--- src/rtl/core_pkg.sv ---
// Shared RV32I core definitions: ALU opcodes, ID/EX control bundle, datapath widths.
package core_pkg;

   localparam int unsigned XLEN      = 32;
   localparam int unsigned ALU_OP_W  = 4;
   localparam int unsigned REG_IDX_W = 5;

   typedef enum logic [ALU_OP_W-1:0] {
      ALU_ADD  = 4'h0,
      ALU_SUB  = 4'h1,
      ALU_SLL  = 4'h2,
      ALU_SLT  = 4'h3,
      ALU_SLTU = 4'h4,
      ALU_XOR  = 4'h5,
      ALU_SRL  = 4'h6,
      ALU_SRA  = 4'h7,
      ALU_OR   = 4'h8,
      ALU_AND  = 4'h9,
      ALU_LUI  = 4'hA,
      ALU_NOP  = 4'hF
   } alu_op_e;

   typedef struct packed {
      alu_op_e alu_op;
      logic    alu_src;
      logic    mem_read;
      logic    mem_write;
      logic    mem_to_reg;
      logic    write_enable;
   } idex_ctrl_t;

   localparam idex_ctrl_t CTRL_BUBBLE = '{
      alu_op:       ALU_NOP,
      alu_src:      1'b0,
      mem_read:     1'b0,
      mem_write:    1'b0,
      mem_to_reg:   1'b0,
      write_enable: 1'b0
   };

endpackage

--- src/rtl/hazard_detect.sv ---
// Load-use hazard compare between the load sitting in EX and the instruction in ID.
module hazard_detect
   import core_pkg::*;
(
   input  logic                 ex_valid,
   input  logic                 ex_mem_read,
   input  logic [REG_IDX_W-1:0] ex_rd,
   input  logic                 id_valid,
   input  logic                 id_uses_rs1,
   input  logic [REG_IDX_W-1:0] id_rs1,
   input  logic                 id_uses_rs2,
   input  logic [REG_IDX_W-1:0] id_rs2,
   output logic                 load_use
);

   logic rs1_match;
   logic rs2_match;

   // x0 never carries a dependency, so a load into x0 cannot stall.
   always_comb begin
      rs1_match = id_uses_rs1 & (id_rs1 == ex_rd);
      rs2_match = id_uses_rs2 & (id_rs2 == ex_rd);
      load_use  = ex_valid & ex_mem_read & (ex_rd != '0) & id_valid & (rs1_match | rs2_match);
   end

endmodule

--- src/rtl/idex_stage.sv ---
// ID/EX pipeline register with load-use bubble insertion, flush/hold control and
// wrapping bubble/flush event counters.
module idex_stage
   import core_pkg::*;
#(
   parameter int unsigned XLEN    = core_pkg::XLEN,
   parameter int unsigned ALUOP_W = core_pkg::ALU_OP_W
) (
   input  logic               clk,
   input  logic               reset,
   input  logic               in_valid,
   input  logic [XLEN-1:0]    in_pc,
   input  logic [4:0]         in_rs1,
   input  logic [4:0]         in_rs2,
   input  logic [4:0]         in_rd,
   input  logic               in_uses_rs1,
   input  logic               in_uses_rs2,
   input  logic [XLEN-1:0]    in_rs1_data,
   input  logic [XLEN-1:0]    in_rs2_data,
   input  logic [XLEN-1:0]    in_imm,
   input  logic [ALUOP_W-1:0] in_alu_op,
   input  logic               in_alu_src,
   input  logic               in_mem_read,
   input  logic               in_mem_write,
   input  logic               in_mem_to_reg,
   input  logic               in_write_enable,
   input  logic               in_flush,
   input  logic               in_hold,
   output logic               out_valid,
   output logic [XLEN-1:0]    out_pc,
   output logic [XLEN-1:0]    out_rs1_data,
   output logic [XLEN-1:0]    out_rs2_data,
   output logic [XLEN-1:0]    out_imm,
   output logic [4:0]         out_rs1,
   output logic [4:0]         out_rs2,
   output logic [4:0]         out_rd,
   output logic [ALUOP_W-1:0] out_alu_op,
   output logic               out_alu_src,
   output logic               out_mem_read,
   output logic               out_mem_write,
   output logic               out_mem_to_reg,
   output logic               out_write_enable,
   output logic               out_stall_IFID,
   output logic [31:0]        out_bubble_count,
   output logic [31:0]        out_flush_count
);

   logic            valid_q, valid_d;
   logic [XLEN-1:0] pc_q, pc_d;
   logic [XLEN-1:0] rs1_data_q, rs1_data_d;
   logic [XLEN-1:0] rs2_data_q, rs2_data_d;
   logic [XLEN-1:0] imm_q, imm_d;
   logic [4:0]      rs1_q, rs1_d;
   logic [4:0]      rs2_q, rs2_d;
   logic [4:0]      rd_q, rd_d;
   idex_ctrl_t      ctrl_q, ctrl_d;
   logic [31:0]     bubble_cnt_q, bubble_cnt_d;
   logic [31:0]     flush_cnt_q, flush_cnt_d;

   logic hazard;
   logic take;
   logic clear;

   hazard_detect u_hazard_detect (
      .ex_valid    (valid_q),
      .ex_mem_read (ctrl_q.mem_read),
      .ex_rd       (rd_q),
      .id_valid    (in_valid),
      .id_uses_rs1 (in_uses_rs1),
      .id_rs1      (in_rs1),
      .id_uses_rs2 (in_uses_rs2),
      .id_rs2      (in_rs2),
      .load_use    (hazard)
   );

   // Hold already freezes IF/ID globally, and a flush kills the waiting instruction.
   assign out_stall_IFID = hazard & ~in_flush & ~in_hold;

   // An idle ID slot is loaded as a bubble so control never leaks with valid low.
   assign take  = ~in_hold & ~in_flush & ~hazard & in_valid;
   assign clear = ~in_hold & ~take;

   always_comb begin
      valid_d      = valid_q;
      pc_d         = pc_q;
      rs1_data_d   = rs1_data_q;
      rs2_data_d   = rs2_data_q;
      imm_d        = imm_q;
      rs1_d        = rs1_q;
      rs2_d        = rs2_q;
      rd_d         = rd_q;
      ctrl_d       = ctrl_q;
      bubble_cnt_d = bubble_cnt_q;
      flush_cnt_d  = flush_cnt_q;

      if (!in_hold) begin
         if (in_flush) begin
            flush_cnt_d = flush_cnt_q + 32'd1;
         end else if (hazard) begin
            bubble_cnt_d = bubble_cnt_q + 32'd1;
         end
      end

      if (take) begin
         valid_d    = 1'b1;
         pc_d       = in_pc;
         rs1_data_d = in_rs1_data;
         rs2_data_d = in_rs2_data;
         imm_d      = in_imm;
         rs1_d      = in_rs1;
         rs2_d      = in_rs2;
         rd_d       = in_rd;
         ctrl_d     = '{
            alu_op:       alu_op_e'(in_alu_op),
            alu_src:      in_alu_src,
            mem_read:     in_mem_read,
            mem_write:    in_mem_write,
            mem_to_reg:   in_mem_to_reg,
            write_enable: in_write_enable
         };
      end else if (clear) begin
         valid_d    = 1'b0;
         pc_d       = '0;
         rs1_data_d = '0;
         rs2_data_d = '0;
         imm_d      = '0;
         rs1_d      = '0;
         rs2_d      = '0;
         rd_d       = '0;
         ctrl_d     = CTRL_BUBBLE;
      end
   end

   always_ff @(posedge clk or negedge reset) begin
      if (!reset) begin
         valid_q      <= 1'b0;
         pc_q         <= '0;
         rs1_data_q   <= '0;
         rs2_data_q   <= '0;
         imm_q        <= '0;
         rs1_q        <= '0;
         rs2_q        <= '0;
         rd_q         <= '0;
         ctrl_q       <= CTRL_BUBBLE;
         bubble_cnt_q <= '0;
         flush_cnt_q  <= '0;
      end else begin
         valid_q      <= valid_d;
         pc_q         <= pc_d;
         rs1_data_q   <= rs1_data_d;
         rs2_data_q   <= rs2_data_d;
         imm_q        <= imm_d;
         rs1_q        <= rs1_d;
         rs2_q        <= rs2_d;
         rd_q         <= rd_d;
         ctrl_q       <= ctrl_d;
         bubble_cnt_q <= bubble_cnt_d;
         flush_cnt_q  <= flush_cnt_d;
      end
   end

   assign out_valid        = valid_q;
   assign out_pc           = pc_q;
   assign out_rs1_data     = rs1_data_q;
   assign out_rs2_data     = rs2_data_q;
   assign out_imm          = imm_q;
   assign out_rs1          = rs1_q;
   assign out_rs2          = rs2_q;
   assign out_rd           = rd_q;
   assign out_alu_op       = ctrl_q.alu_op;
   assign out_alu_src      = ctrl_q.alu_src;
   assign out_mem_read     = ctrl_q.mem_read;
   assign out_mem_write    = ctrl_q.mem_write;
   assign out_mem_to_reg   = ctrl_q.mem_to_reg;
   assign out_write_enable = ctrl_q.write_enable;
   assign out_bubble_count = bubble_cnt_q;
   assign out_flush_count  = flush_cnt_q;

endmodule

--- config.mk ---
export PLATFORM = sky130hd
export DESIGN_NAME = idex_stage
export DESIGN_NICKNAME = d
export VERILOG_FILES = /design/src/rtl/core_pkg.sv /design/src/rtl/hazard_detect.sv /design/src/rtl/idex_stage.sv
export SDC_FILE = /design/constraint.sdc
export NUM_CORES = 1
export LEC_CHECK = 0
export CORE_AREA = 2 2 145 147
export DETAILED_ROUTE_END_ITERATION = 16
export DIE_AREA = 0 0 147 149
export MAX_ROUTING_LAYER = met4
export PLACE_DENSITY = 0.83
export SYNTH_ARGS = -nofsm -noshare
export SYNTH_HDL_FRONTEND = slang
export SYNTH_SLANG_ARGS = --single-unit
--- constraint.sdc ---
create_clock -name clk -period 5 [get_ports clk]
set_input_delay 1 -clock clk [delete_from_list [all_inputs] [get_ports clk]]
set_output_delay 1 -clock clk [all_outputs]
set_load 0.05 [all_outputs]
Yosys cells after proc, flatten, opt, wreduce, memory -nomap -nowiden
Index checks and enable logic that the tools add are counted.

Bits in registers: 217. Input port bits: 159. Output and inout port bits: 218. Word-level logic and storage cells: 54.

$add $sub $neg: 2. Equal/unequal tests: 2. Mux-type cells: 13. Bitwise logic cells: 17. Reductions and logical operators: 4.

Operators with widths (count): 32-bit two-way mux (5); 32-bit by 1-bit adder with 32-bit output (second input constant) (2); 5-bit two-way mux (4); 9-bit two-way mux (2); 1-bit bitwise AND (12); 5-bit equality test (2); 5-bit nonzero test (1); 1-bit inverter (4); 3-bit AND reduction (1); 1-bit two-way mux (2); 2-bit AND reduction (1); 2-bit nonzero test (1); 1-bit OR (1).

Logic depth before layout (Yosys ltp)
Gate-level depths: netlist of the first run.

Word-level depth: 11. Depth in mapped cells: 7. Gate-level depth less buffers: 6.

Hierarchy
From an unflattened synthesis of the first run, not the netlist that was laid out.

Cell total of the unflattened synthesis: 627. Area total of the unflattened synthesis: 8424.3 sq um.

Modules (own cells, without submodules): idex_stage (instances 1, cells an instance 610, area an instance 8293.0 sq um, sequential area each 5435.2 sq um); hazard_detect (instances 1, cells an instance 17, area an instance 131.4 sq um, sequential area each 0.0 sq um).

Least setup slack after synthesis of the first run
OpenSTA, ideal clock, no wires.

Kind: input port to output port. Start: input in_rs2[1]. End: output out_stall_IFID. Data arrival time: 2275 ps. Data required time: 4000 ps. Slack: 1725 ps. Cell stages on the path: 5. Path buffers: 1. Path through: xnor2_1 nand4_1 o22ai_2 clkbuf_1 and3_1.

Longest elaborated chain between the ends: 6.

RTL lines: start, declared (line idex_stage.sv:14) `input logic [4:0] in_rs2,`; 5-bit equality test (line hazard_detect.sv:22) `rs2_match = id_uses_rs2 & (id_rs2 == ex_rd);`; 1-bit bitwise AND (line hazard_detect.sv:22); 1-bit OR (line hazard_detect.sv:23) `load_use = ex_valid & ex_mem_read & (ex_rd != '0) & id_valid & (rs1_match | rs2_match);`; 1-bit bitwise AND (line hazard_detect.sv:23); 1-bit bitwise AND (2 in series) (line idex_stage.sv:77) `assign out_stall_IFID = hazard & ~in_flush & ~in_hold;`; end, declared (line idex_stage.sv:43) `output logic out_stall_IFID,`.

No other way between the ends.

Final worst setup path of the first run
Start: input in_rs2[4]. End: output out_stall_IFID.

The elaborated chain is that of the path after synthesis.

==> results.md, run 1 <==
Floorplanning:
- The die is 149 µm tall.
- The floorplan step defined a core boundary enclosing 20600 µm².
- The number of top-level pins is approximately 380.
- The die is between 100 and 150 µm wide.
- The die covers around 22000 µm².
- The number of rows in the core area is 53.
- The initial standard-cell utilization of the core is 41.3%.

Flow run:
- Max-cap violations in this run came to 0.

STA:
- Setup repair after global routing left no endpoint under its margin.
- The max-slew violation total from the final report is 0.
- The number of setup violations in the final report is 0.
- Derived from the worst setup path, the maximum achievable clock frequency is between 200 and 300 MHz.
- The worst-margin pin slew is 0.902 ns.
- The final hold violation count was 0.
- The fraction of the cycle the final worst path needs is 70.1%.
- Headroom to the max-slew limit came out at between 30% and 40%.
- On the final layout, the worst clock skew is approximately 0.014 ns.
- Once routing completed, OpenROAD measured the worst setup slack at 1.49 ns.
- Setup total negative slack on the finished layout was measured at 0 ns.
- The smallest clock period supported by the final layout is computed as 3.51 ns.

Setup path:
- STA classifies the critical path endpoint as an output pin.
- The largest fanout of any net on the critical path is 2.
- The number of cells on the worst reg-to-reg path is 7.
- For the worst setup path, the data arrival time is 2.51 ns.
- STA puts the critical path data required time at approximately 4.0 ns.
- The critical path startpoint category is an input pin.
- The path type of the worst setup path is in2out.

Layout:
- The number of standard cells in the final layout excluding fillers is around 1300.
- In the layout the commonest cells are sky130_fd_sc_hd__clkdlybuf4s50_1 (373), sky130_fd_sc_hd__dfrtp_1 (213), sky130_fd_sc_hd__a22o_1 (148), sky130_fd_sc_hd__xnor2_1 (60), sky130_fd_sc_hd__nand4_1 (27).
- The post-route cell area is ~13000 µm².
- The post-synthesis to final-layout area growth is 56.0%.
- The utilization after layout is about 64%.
- Of the cells placed in the final design, the portion with a size suffix greater than 1 is 6.44%.
- The layout net count is roughly 1200.
- The most common cell after layout, fill and taps aside is sky130_fd_sc_hd__clkdlybuf4s50_1.
- The fill cell total of the finished layout is between 1500 and 2000.

Drt:
- After detailed routing, the number of remaining DRC violations is 0.
- The first detailed-routing pass ran for 4 iterations.
- After detailed routing, the average wire length per cell comes to 19.1 µm.
- Wires add up to 24.6 mm.
- In this run, the number of DRC markers left after iteration 0 of detailed routing was 323.
- Once detail routing completed, the nets flagged for antenna violations numbered 0.
- Dividing the detail-routed via count by the number of cells gives 5.21.
- The count of vias placed by the detailed router is 6700.

Global route:
- The initial antenna violation count is 2.
- Global routing used between 20 and 25% of the available tracks across all layers.
- Entering global routing, the biggest net connects 95 pins.
- The first global-routing pass estimated 38.4 mm of wire.
- The number of global-route vias before repair is 6788.
- The total overflow left after global routing is 0.

Power:
- The analysis attributes to cell leakage a power of 5.80 nW.
- Net switching is between 20% and 30% of the power.
- The share of total power dissipated in combinational logic is about a fifth.
- Dividing total power by cell area gives a power density of 340 nW/µm².
- The analysis attributes to net switching a power of 1.31 mW.
- The clock power share is a little under two fifths.
- The internal power of the cells totals ~3.2 mW.
- The share of power burned in registers is 42.8%.
- VDD sags by at most 230 µV.

Logic synthesis:
- Sequential elements use 64.1% of the synthesized area.
- The count of mapped cells out of synthesis is 624.
- The leading register cell type out of synthesis is sky130_fd_sc_hd__dfrtp_1.
- The average instance in the mapped netlist occupies 13.6 µm².
- Summing every instance area after synthesis gives 8480 µm².
- Synthesis inferred 217 register bits.
- The Yosys step of the flow raised 0 warnings.
- The fraction of synthesis flops using an asynchronous set or reset pin is 100%.
- The number of nets in the synthesized netlist is 785.
- Counting flops with a built-in enable in the synthesized netlist gives 0.
- The unique cell type count in the Yosys netlist is 37.

Clock network:
- The number of clock sinks seen by CTS is between 200 and 250.
- The clock latency at the later pin of the worst-skew pair is between 0.5 and 0.6 ns.
- The clock tree root buffer cell is sky130_fd_sc_hd__clkbuf_16.
- Clock-pin slew was measured on the worst setup and hold paths at 0.06 ns.
- In this run, post-CTS hold repair placed 0 buffers.
- After clock tree synthesis, the setup repair step added 0 buffers.
- The clock passes through at most 3 buffers.
- The number of clock buffers added by TritonCTS is 23.
- The TritonCTS clock tree is done.
- The number of H-tree branching levels is 1.
- In this run, post-CTS repair resized a total of 0 instances.

Placed design:
- Once placement finished, the instance area stood at 12500 µm².
- OpenSTA, run right after detailed placement, puts the worst setup slack at 1.48 ns.
- The total instance count after detailed placement is 1243.
- The post-DP HPWL is about 17 mm.
- The count of buffers inserted at the top-level ports is 376.
- The global placer's final weighted congestion is 0.807.

Min path:
- The worst hold path class is in2async.

Outcome:
- The flow ran to the end, and the final reports show no timing, DRC or antenna violations.
[cell families after synthesis]
group                    Yosys count  share of synthesized area [%]
flip-flops                       217                           64.1
AO/OA/AOI/OAI                    157                           16.1
AND/OR/NAND/NOR                  129                           9.31
XOR/XNOR                          72                           7.43
buffers and inverters             45                           2.52
multiplexers                       2                          0.265
adder cells (fa/ha/maj)            2                          0.295
[worst max-delay path: stages]
cell and delay, ns:
sky130_fd_sc_hd__clkdlybuf4s50_1 0.47, sky130_fd_sc_hd__xnor2_1 0.25, sky130_fd_sc_hd__nand4_1 0.15, sky130_fd_sc_hd__o22ai_2 0.23, sky130_fd_sc_hd__and3_1 0.20, sky130_fd_sc_hd__buf_4 0.21
[metrics by stage]
stage / hold WS [ns] / total power [mW]
3_5_place_dp: 0.462 / 2.83
6_report: 0.462 / 4.50
2_1_floorplan: 0.614 / 2.42
5_1_grt: 0.504 / 4.68
4_1_cts: 0.474 / 4.55
3_3_place_gp: 0.455 / 2.81
[Yosys cell counts (4+ instances only)]
library cell | count | area [µm²]
sky130_fd_sc_hd__and3_1 | 19 | 119
sky130_fd_sc_hd__nor2b_1 | 4 | 25.0
sky130_fd_sc_hd__and4_1 | 4 | 35.0
sky130_fd_sc_hd__nand4_1 | 27 | 169
sky130_fd_sc_hd__clkbuf_1 | 20 | 75.1
sky130_fd_sc_hd__dfstp_2 | 4 | 105
sky130_fd_sc_hd__nand3_1 | 23 | 115
sky130_fd_sc_hd__nor2_1 | 10 | 37.5
sky130_fd_sc_hd__a21oi_1 | 4 | 20.0
sky130_fd_sc_hd__inv_1 | 5 | 18.8
sky130_fd_sc_hd__a22o_1 | 148 | 1300
sky130_fd_sc_hd__and2_1 | 4 | 25.0
sky130_fd_sc_hd__xnor2_1 | 60 | 526
sky130_fd_sc_hd__buf_4 | 8 | 60.1
sky130_fd_sc_hd__xor2_1 | 12 | 105
sky130_fd_sc_hd__dfrtp_1 | 213 | 5330
sky130_fd_sc_hd__nand2_1 | 19 | 71.3
sky130_fd_sc_hd__buf_2 | 12 | 60.1
[power groups by stage]
stage	Combinational, mW	Clock, mW	Sequential (mW)
floorplan	0.145	0	2.28
detailed placement	0.871	0	1.96
CTS	0.873	1.75	1.93
global placement	0.861	0	1.95
global route	0.909	1.83	1.94
finish	0.867	1.71	1.93
[worst paths after layout]
check	from	end	slack, ns
max in group asynchronous	reset	out_pc[9]$_DFFE_PN0P_	3.37
min in group clk	out_bubble_count[31]$_DFFE_PN0P_	out_bubble_count[31]$_DFFE_PN0P_	0.47
min reg2reg	out_bubble_count[31]$_DFFE_PN0P_	out_bubble_count[31]$_DFFE_PN0P_	0.47
max reg2reg	out_rd[4]$_DFFE_PN0P_	out_mem_read$_DFFE_PN0P_	2.59
max	in_rs2[4]	out_stall_IFID	1.49
min	reset	out_bubble_count[18]$_DFFE_PN0P_	0.46
[cell type report]
cell class / instances / area [µm²] / area share (%)
Sequential cell: 217 / 5440 / 41.1
Multi-Input combinational cell: 362 / 2840 / 21.5
Clock inverter: 13 / 139 / 1.05
Timing Repair Buffer: 384 / 3820 / 28.9
Antenna cell: 2 / 5.00 / 0.0378
Tap cell: 275 / 344 / 2.60
Clock buffer: 29 / 628 / 4.75
Inverter: 5 / 18.8 / 0.142
[layer usage]
| layer | up-vias | share of wire [%] | track usage (%) |
|---|---|---|---|
| li1 | 3062 | - | - |
| met3 | 41 | 6.5 | 4.59 |
| met1 | 3335 | 42 | 29.6 |
| met4 | 0 | 2.8 | 7.12 |
| met5 | - | 0 | - |
| met2 | 262 | 49 | 36.1 |
Power figures use the tool's default switching activity.
==> inputs of run 2 (changes only) <==
- CORE_AREA: 2 2 145 147 -> default
- CORE_ASPECT_RATIO: default -> 0.9
- CORE_UTILIZATION: default -> 42
- DIE_AREA: 0 0 147 149 -> default
- clock period: 5 -> 3.7 ns (I/O delays scaled with it)
==> run 2 against run 1 <==
Effect of this change:
- clock power rose by 33%
- critical endpoint unchanged
- first-iteration DRC count fell by 6.8%
- cell count fell by 2.1%
- count of clock-buffer cells in the layout rose by 6
- worst hold slack got worse by 0.22 ns
- critical path depth did not move
- final area fell by 0.11%
==> results.md, run 2 (synthesis results as in run 1) <==
Flow run:
- Across the run, the number of max-cap violations was 0.

Layout:
- The fraction of final layout cells sized beyond drive strength 1 is 5.85%.
- The most common cell after layout, fill and taps aside is sky130_fd_sc_hd__clkdlybuf4s50_1.
- In the final design database the tool counted 1154 nets.
- The utilization after layout is about two thirds.
- The number of standard cells in the final layout excluding fillers is 1260.
- Leaving out fill and tap cells, the most frequent cells in the layout are sky130_fd_sc_hd__clkdlybuf4s50_1 (373), sky130_fd_sc_hd__dfrtp_1 (213), sky130_fd_sc_hd__a22o_1 (148), sky130_fd_sc_hd__xnor2_1 (60), sky130_fd_sc_hd__nand4_1 (27).
- The post-synthesis to final-layout area growth is 55.8%.
- Fill cells in the final layout number 1429.

Global route:
- The all-layer global routing usage is 23.9%.
- The initial antenna violation count is 1.
- The number of global-route vias before repair is between 6000 and 7000.
- The first-pass GRT wire length is 38.2 mm.
- The total grt overflow is 0.
- Entering global routing, the biggest net connects between 150 and 200 pins.

Placed design:
- The global placer's final weighted congestion is 0.842.
- The total instance count after detailed placement is 1218.
- After legalization and detailed placement, the total HPWL measured about 18 mm.
- The count of buffers inserted at the top-level ports is ~380.

Setup path:
- For the worst setup path, the data arrival time is 2.28 ns.
- The largest fanout of any net on the critical path is 2.
- STA classifies the critical path startpoint as an input pin.
- The critical path is of the in2out type.
- The worst setup path is captured at an output pin.
- STA puts the critical path data required time at 2.96 ns.

STA:
- The accumulated negative setup slack is 0 ns.
- Setup violations remaining at the end of the flow were counted as 0.
- The final hold violation count is 0.
- The worst-margin pin slew is 0.848 ns.
- The worst relative slew slack is between 40% and 50%.
- Static timing analysis puts the maximum clock frequency at 331 MHz.
- The max-slew violation total from the final report is 0.
- Counting I/O delays and the setup requirement, the final critical path takes 3.02 ns.
- Setup repair after global routing left no endpoint under its margin.
- The worst path uses ~82% of the clock period.
- Between clock sinks in the finished design, the worst skew comes to 0.00770 ns.

Drt:
- In the detailed route, the total length drawn on met2 is 12.5 mm.
- For this block, the routed nets add up to roughly 25 mm of wire.
- The violation count after the first detailed-routing iteration is 301.
- The met3 wirelength from detailed routing is around 1.6 mm.
- The number of design rule violations left after detail routing is 0.
- In the routed layout, each cell is associated on average with a via count of 5.30.
- The length of the first detailed-routing pass in iterations is 6.
- The count of vias placed by the detailed router is around 6700.
- Routed signal wires occupy layers up through met4.
- The count of antenna-violating nets left after detailed routing is 0.
- Dividing the detail-routed wire length by the instance count gives 19.7 µm.
- For this block, wires on met1 add up to 10.1 mm.

Clock network:
- At the later pin of the worst-skew pair, clock insertion delay measures 0.49 ns.
- Post-CTS timing repair inserted 0 buffers for setup.
- The number of clock sinks seen by CTS is 217.
- The number of H-tree branching levels is 1.
- The buffer depth of the longest clock path is 3.
- Clock tree synthesis selected as its root buffer the cell sky130_fd_sc_hd__clkbuf_16.
- Buffers inserted to repair hold after CTS numbered 0.
- The clock transition at the registers of the reported paths is 0.06 ns.
- The number of buffers inserted during clock tree synthesis is 23.
- Gates resized during post-CTS repair numbered 0.
- The TritonCTS clock tree is done.

Power:
- The share of power burned in registers is 43.0%.
- Per report_power, the clock group accounts for 37.5% of the total.
- Summed over all nets, the switching power comes to 1.70 mW.
- Net switching is approximately 28% of the power.
- The internal power of the cells totals 4.35 mW.
- For this design the ratio of total power to cell area is 458 nW/µm².
- The part of the power in combinational logic is slightly below 20%.
- For this design the static power due to leakage is ~5.8 nW.
- The worst-case IR drop observed on VDD is 285 µV.

Floorplanning:
- The die outline width is 152 µm.
- After floorplanning, the core was sized to cover 19500 µm².
- In this run the vertical extent of the chip is 137 µm.
- In this run the count of I/O pins placed on the die edge is 377.
- The overall die area is 20800 µm².
- The initial utilization of the core area, before any placement, comes to 43.6%.
- The number of rows in the core area is between 40 and 50.

Outcome:
- The flow ran to the end, and the final reports show no timing, DRC or antenna violations.

Min path:
- The path class of the tightest hold or removal check is in2async.
[run 2: final timing paths]
kind,end,start,cells after the start,slack [ns]
max,out_stall_IFID,in_rs2[1],6,0.68
min,out_bubble_count[19]$_DFFE_PN0P_,reset,1,0.24
max reg2reg,out_imm[5]$_DFFE_PN0P_,out_rd[2]$_DFFE_PN0P_,7,1.19
min reg2reg,out_bubble_count[31]$_DFFE_PN0P_,out_bubble_count[31]$_DFFE_PN0P_,1,0.47
max in group asynchronous,out_flush_count[21]$_DFFE_PN0P_,reset,2,2.55
min in group clk,out_bubble_count[31]$_DFFE_PN0P_,out_bubble_count[31]$_DFFE_PN0P_,1,0.47
[run 2: power by group through the flow]
stage          clock network [mW]  registers [mW]  logic, mW
2_1_floorplan                   0            3.08      0.196
3_3_place_gp                    0            2.64       1.17
3_5_place_dp                    0            2.64       1.18
4_1_cts                      2.32            2.60       1.19
5_1_grt                      2.42            2.62       1.23
6_report                     2.27            2.61       1.18
[run 2: through the flow]
stage	setup slack (ns)	total power [mW]	area [µm²]	hold WS, ns
after global routing	0.545	6.27	13200	0.296
after global placement	0.695	3.81	12500	0.454
after detailed placement	0.684	3.83	12500	0.475
after floorplan	0.945	3.27	8480	0.444
after CTS	0.709	6.11	13200	0.273
final	0.682	6.05	13200	0.239
[run 2: routing by layer]
metal,up-vias,track usage (%)
li1,3058,-
met1,3325,29.8
met2,254,39.0
met3,43,5.32
met4,0,7.50
met5,-,-
[run 2: area by class of cell]
| class | instances | area, µm² | share of cell area [%] |
|---|---|---|---|
| flip-flops and latches | 217 | 5440 | 41.1 |
| repair buffers | 384 | 3860 | 29.2 |
| diodes | 2 | 5.00 | 0.0379 |
| clock inverters | 5 | 75.1 | 0.568 |
| inverters | 5 | 18.8 | 0.142 |
| clock buffers | 35 | 671 | 5.07 |
| multi-input cells | 362 | 2840 | 21.5 |
| well taps | 250 | 313 | 2.37 |
[run 2: critical path, stage by stage]
cell and delay [ns]:
sky130_fd_sc_hd__clkdlybuf4s50_1 0.51, sky130_fd_sc_hd__xnor2_1 0.14, sky130_fd_sc_hd__nand4_1 0.18, sky130_fd_sc_hd__o22ai_2 0.26, sky130_fd_sc_hd__and3_1 0.28, sky130_fd_sc_hd__buf_12 0.16
==> inputs of run 3 (changes only) <==
- clock period: 3.7 -> 3 ns (I/O delays scaled with it)
==> run 3 against run 2 <==
Effect of this change:
- clock power increased by 32%
- first-iteration DRC count rose by 2.0%
- sequential power up 23%
- highest routed layer unchanged
- critical path depth stayed put
- non-clock buffer count is 4 higher
- combinational power increased by 24%
- clock skew increased by 0.0041 ns
- setup slack worse by 0.35 ns
- utilization up 0.59 points
- global-route usage grew 0.13 points
==> results.md, run 3 (synthesis results as in run 1) <==
Clock network:
- Clock tree synthesis inserted a total of 23 buffers.
- The TritonCTS clock tree is done.
- The clock drives 217 sinks.
- Clock tree synthesis selected as its root buffer the cell sky130_fd_sc_hd__clkbuf_16.
- The cts-stage hold buffer count is 0.
- Counting along the longest clock path gives a buffer depth of 3.
- The post-cts repair resize count is 0.
- The number of H-tree branching levels is 1.
- Clock-pin slew was measured on the worst setup and hold paths at 0.06 ns.
- The buffer count from post-CTS setup fixing is 0.
- Clock latency on the worst-skew pair, taken at its later pin, is approximately 0.5 ns.

Setup path:
- The worst setup path is launched from an input pin.
- STA classifies the critical path endpoint as an output pin.
- The largest fanout of any net on the critical path is 2.
- The largest individual stage delay along the critical path comes from the cell sky130_fd_sc_hd__clkdlybuf4s50_1.
- The family with the most delay on the worst path is buffers and inverters.
- The total buffers and inverters traversed by the critical path is 2.
- On the worst path, the slowest cell contributes a delay of 0.49 ns.
- Data on the critical path is required at its endpoint by around 2.4 ns.
- The worst setup path is of the in2out kind.
- Walking the worst path, the cells encountered are clkdlybuf4s50_1, xnor2_1, nand4_1, o22ai_2, and3_1, buf_12.
- For the worst setup path, the data arrival time is 2.07 ns.

Floorplanning:
- The overall die area is 20800 µm².
- The die outline width is 152 µm.
- The total area inside the core boundary comes to 19500 µm².
- around 380 I/O pins were placed.
- The number of rows in the core area is 48.
- Once the floorplan was initialized, standard cells occupied about 44% of the core.
- The floorplan die height is 137 µm.

Layout:
- In the layout the commonest cells are sky130_fd_sc_hd__clkdlybuf4s50_1 (373), sky130_fd_sc_hd__dfrtp_1 (213), sky130_fd_sc_hd__a22o_1 (148), sky130_fd_sc_hd__xnor2_1 (60), sky130_fd_sc_hd__nand4_1 (27).
- The number of inserted diodes is 0.
- The most common cell after layout, fill and taps aside is sky130_fd_sc_hd__clkdlybuf4s50_1.
- The utilization after layout is 68.5%.
- The fraction of final layout cells sized beyond drive strength 1 is 6.63%.
- The number of standard cells in the final layout excluding fillers is around 1300.
- Relative to the synthesized area, the layout overhead comes to 57.2%.
- The layout net count is ~1200.

Drt:
- The number of design rule violations left after detail routing is 0.
- In the final routed layout, each cell accounts on average for 19.7 µm.
- The first detailed-routing pass took 4 iterations.
- In the routed layout, each cell is associated on average with a via count of 5.37.
- The detailed router finished its first iteration with 307 violations.
- Across all layers, the routed design uses 6772 vias.
- The wire length after detailed routing is 24.9 mm.
- The detail route stage leaves a number of antenna-violating nets equal to 0.

Global route:
- The all-layer global routing usage is approximately a quarter.
- The initial antenna violation count is 0.
- The number of global-route vias before repair was slightly below 7000.
- The total grt overflow is 0.
- The first global-routing pass estimated 38.3 mm of wire.
- The pin count of the biggest net entering global routing is 89.

Placed design:
- After legalization and detailed placement, the total HPWL measured 17.6 mm.
- The count of buffers added on input and output ports is between 300 and 400.
- In this run, placement finished with an instance count of 1222.
- The global placer's final weighted congestion is ~0.85.

STA:
- The accumulated negative setup slack is 0 ns.
- The minimum clock period is ~2.7 ns.
- The worst relative slew slack is a little over two fifths.
- Setup violations remaining at the end of the flow were counted as 0.
- Based on the critical path, the design can be clocked at up to ~370 MHz.
- The worst-margin pin slew is 0.852 ns.
- Dividing the final minimum period by the clock period gives 89.0%.
- The max-slew violation total from the final report is 0.
- The final hold violation count is 0.
- Across the routed clock network, the largest skew measured is 0.0118 ns.
- Setup repair after global routing left no endpoint under its margin.

Outcome:
- The flow ran to the end, and the final reports show no timing, DRC or antenna violations.

Power:
- IR analysis of the VDD net gives a maximum drop of 391 µV.
- Summed over all cells, the static leakage comes to 5.88 nW.
- The ratio of total power to cell area is 576 nW/µm².

Flow run:
- The number of max-cap violations is 0.

Min path:
- The worst hold path class is in2async.
## run 3: path summary, 6_finish.rpt
kind                       depth (start not counted)  slack (ns)                              from                                to
hold reg to reg                                    1        0.47  out_bubble_count[31]$_DFFE_PN0P_  out_bubble_count[31]$_DFFE_PN0P_
min in group clk                                   2        0.47                           in_hold            out_imm[8]$_DFFE_PN0P_
setup / recovery                                   6        0.33                         in_rs2[2]                    out_stall_IFID
setup reg to reg                                   7        0.78             out_rd[2]$_DFFE_PN0P_            out_pc[21]$_DFFE_PN0P_
hold / removal                                     1         0.1                             reset  out_bubble_count[24]$_DFFE_PN0P_
max in group asynchronous                          2        2.16                             reset      out_rs1_data[22]$_DFFE_PN0P_
## run 3: metal layers
| metal | wire length (µm) | vias up | global-route usage (%) |
|---|---|---|---|
| li1 | - | 3064 | - |
| met1 | 10300 | 3379 | 30.5 |
| met2 | 12300 | 269 | 38.6 |
| met3 | 1570 | 60 | 5.16 |
| met4 | 779 | 0 | 7.89 |
| met5 | 0 | - | - |
## run 3: layout make-up
type / count / area (µm²)
repair buffers: 388 / 3930
clock buffers: 30 / 652
inverters: 5 / 18.8
flip-flops and latches: 217 / 5440
fillers: 1423 / 6120
clock inverters: 9 / 145
multi-input cells: 362 / 2840
well taps: 250 / 313
## run 3: report_power, final
group          internal (mW)  total (mW)  leakage (nW)  switching, mW
Sequential              3.08        3.22          2.93          0.135
Clock                   1.86        3.00         0.398           1.13
Combinational          0.584        1.46          2.55          0.880
## run 3: per-stage QoR
stage / total power [mW] / area, µm² / setup slack [ns] / hold WS [ns]
after floorplan: 4.03 / 8480 / 0.386 / 0.304
after global placement: 4.71 / 12500 / 0.319 / 0.454
after detailed placement: 4.73 / 12500 / 0.279 / 0.463
after CTS: 7.75 / 13300 / 0.333 / 0.141
after global routing: 7.95 / 13300 / 0.250 / 0.150
final: 7.68 / 13300 / 0.331 / 0.0962
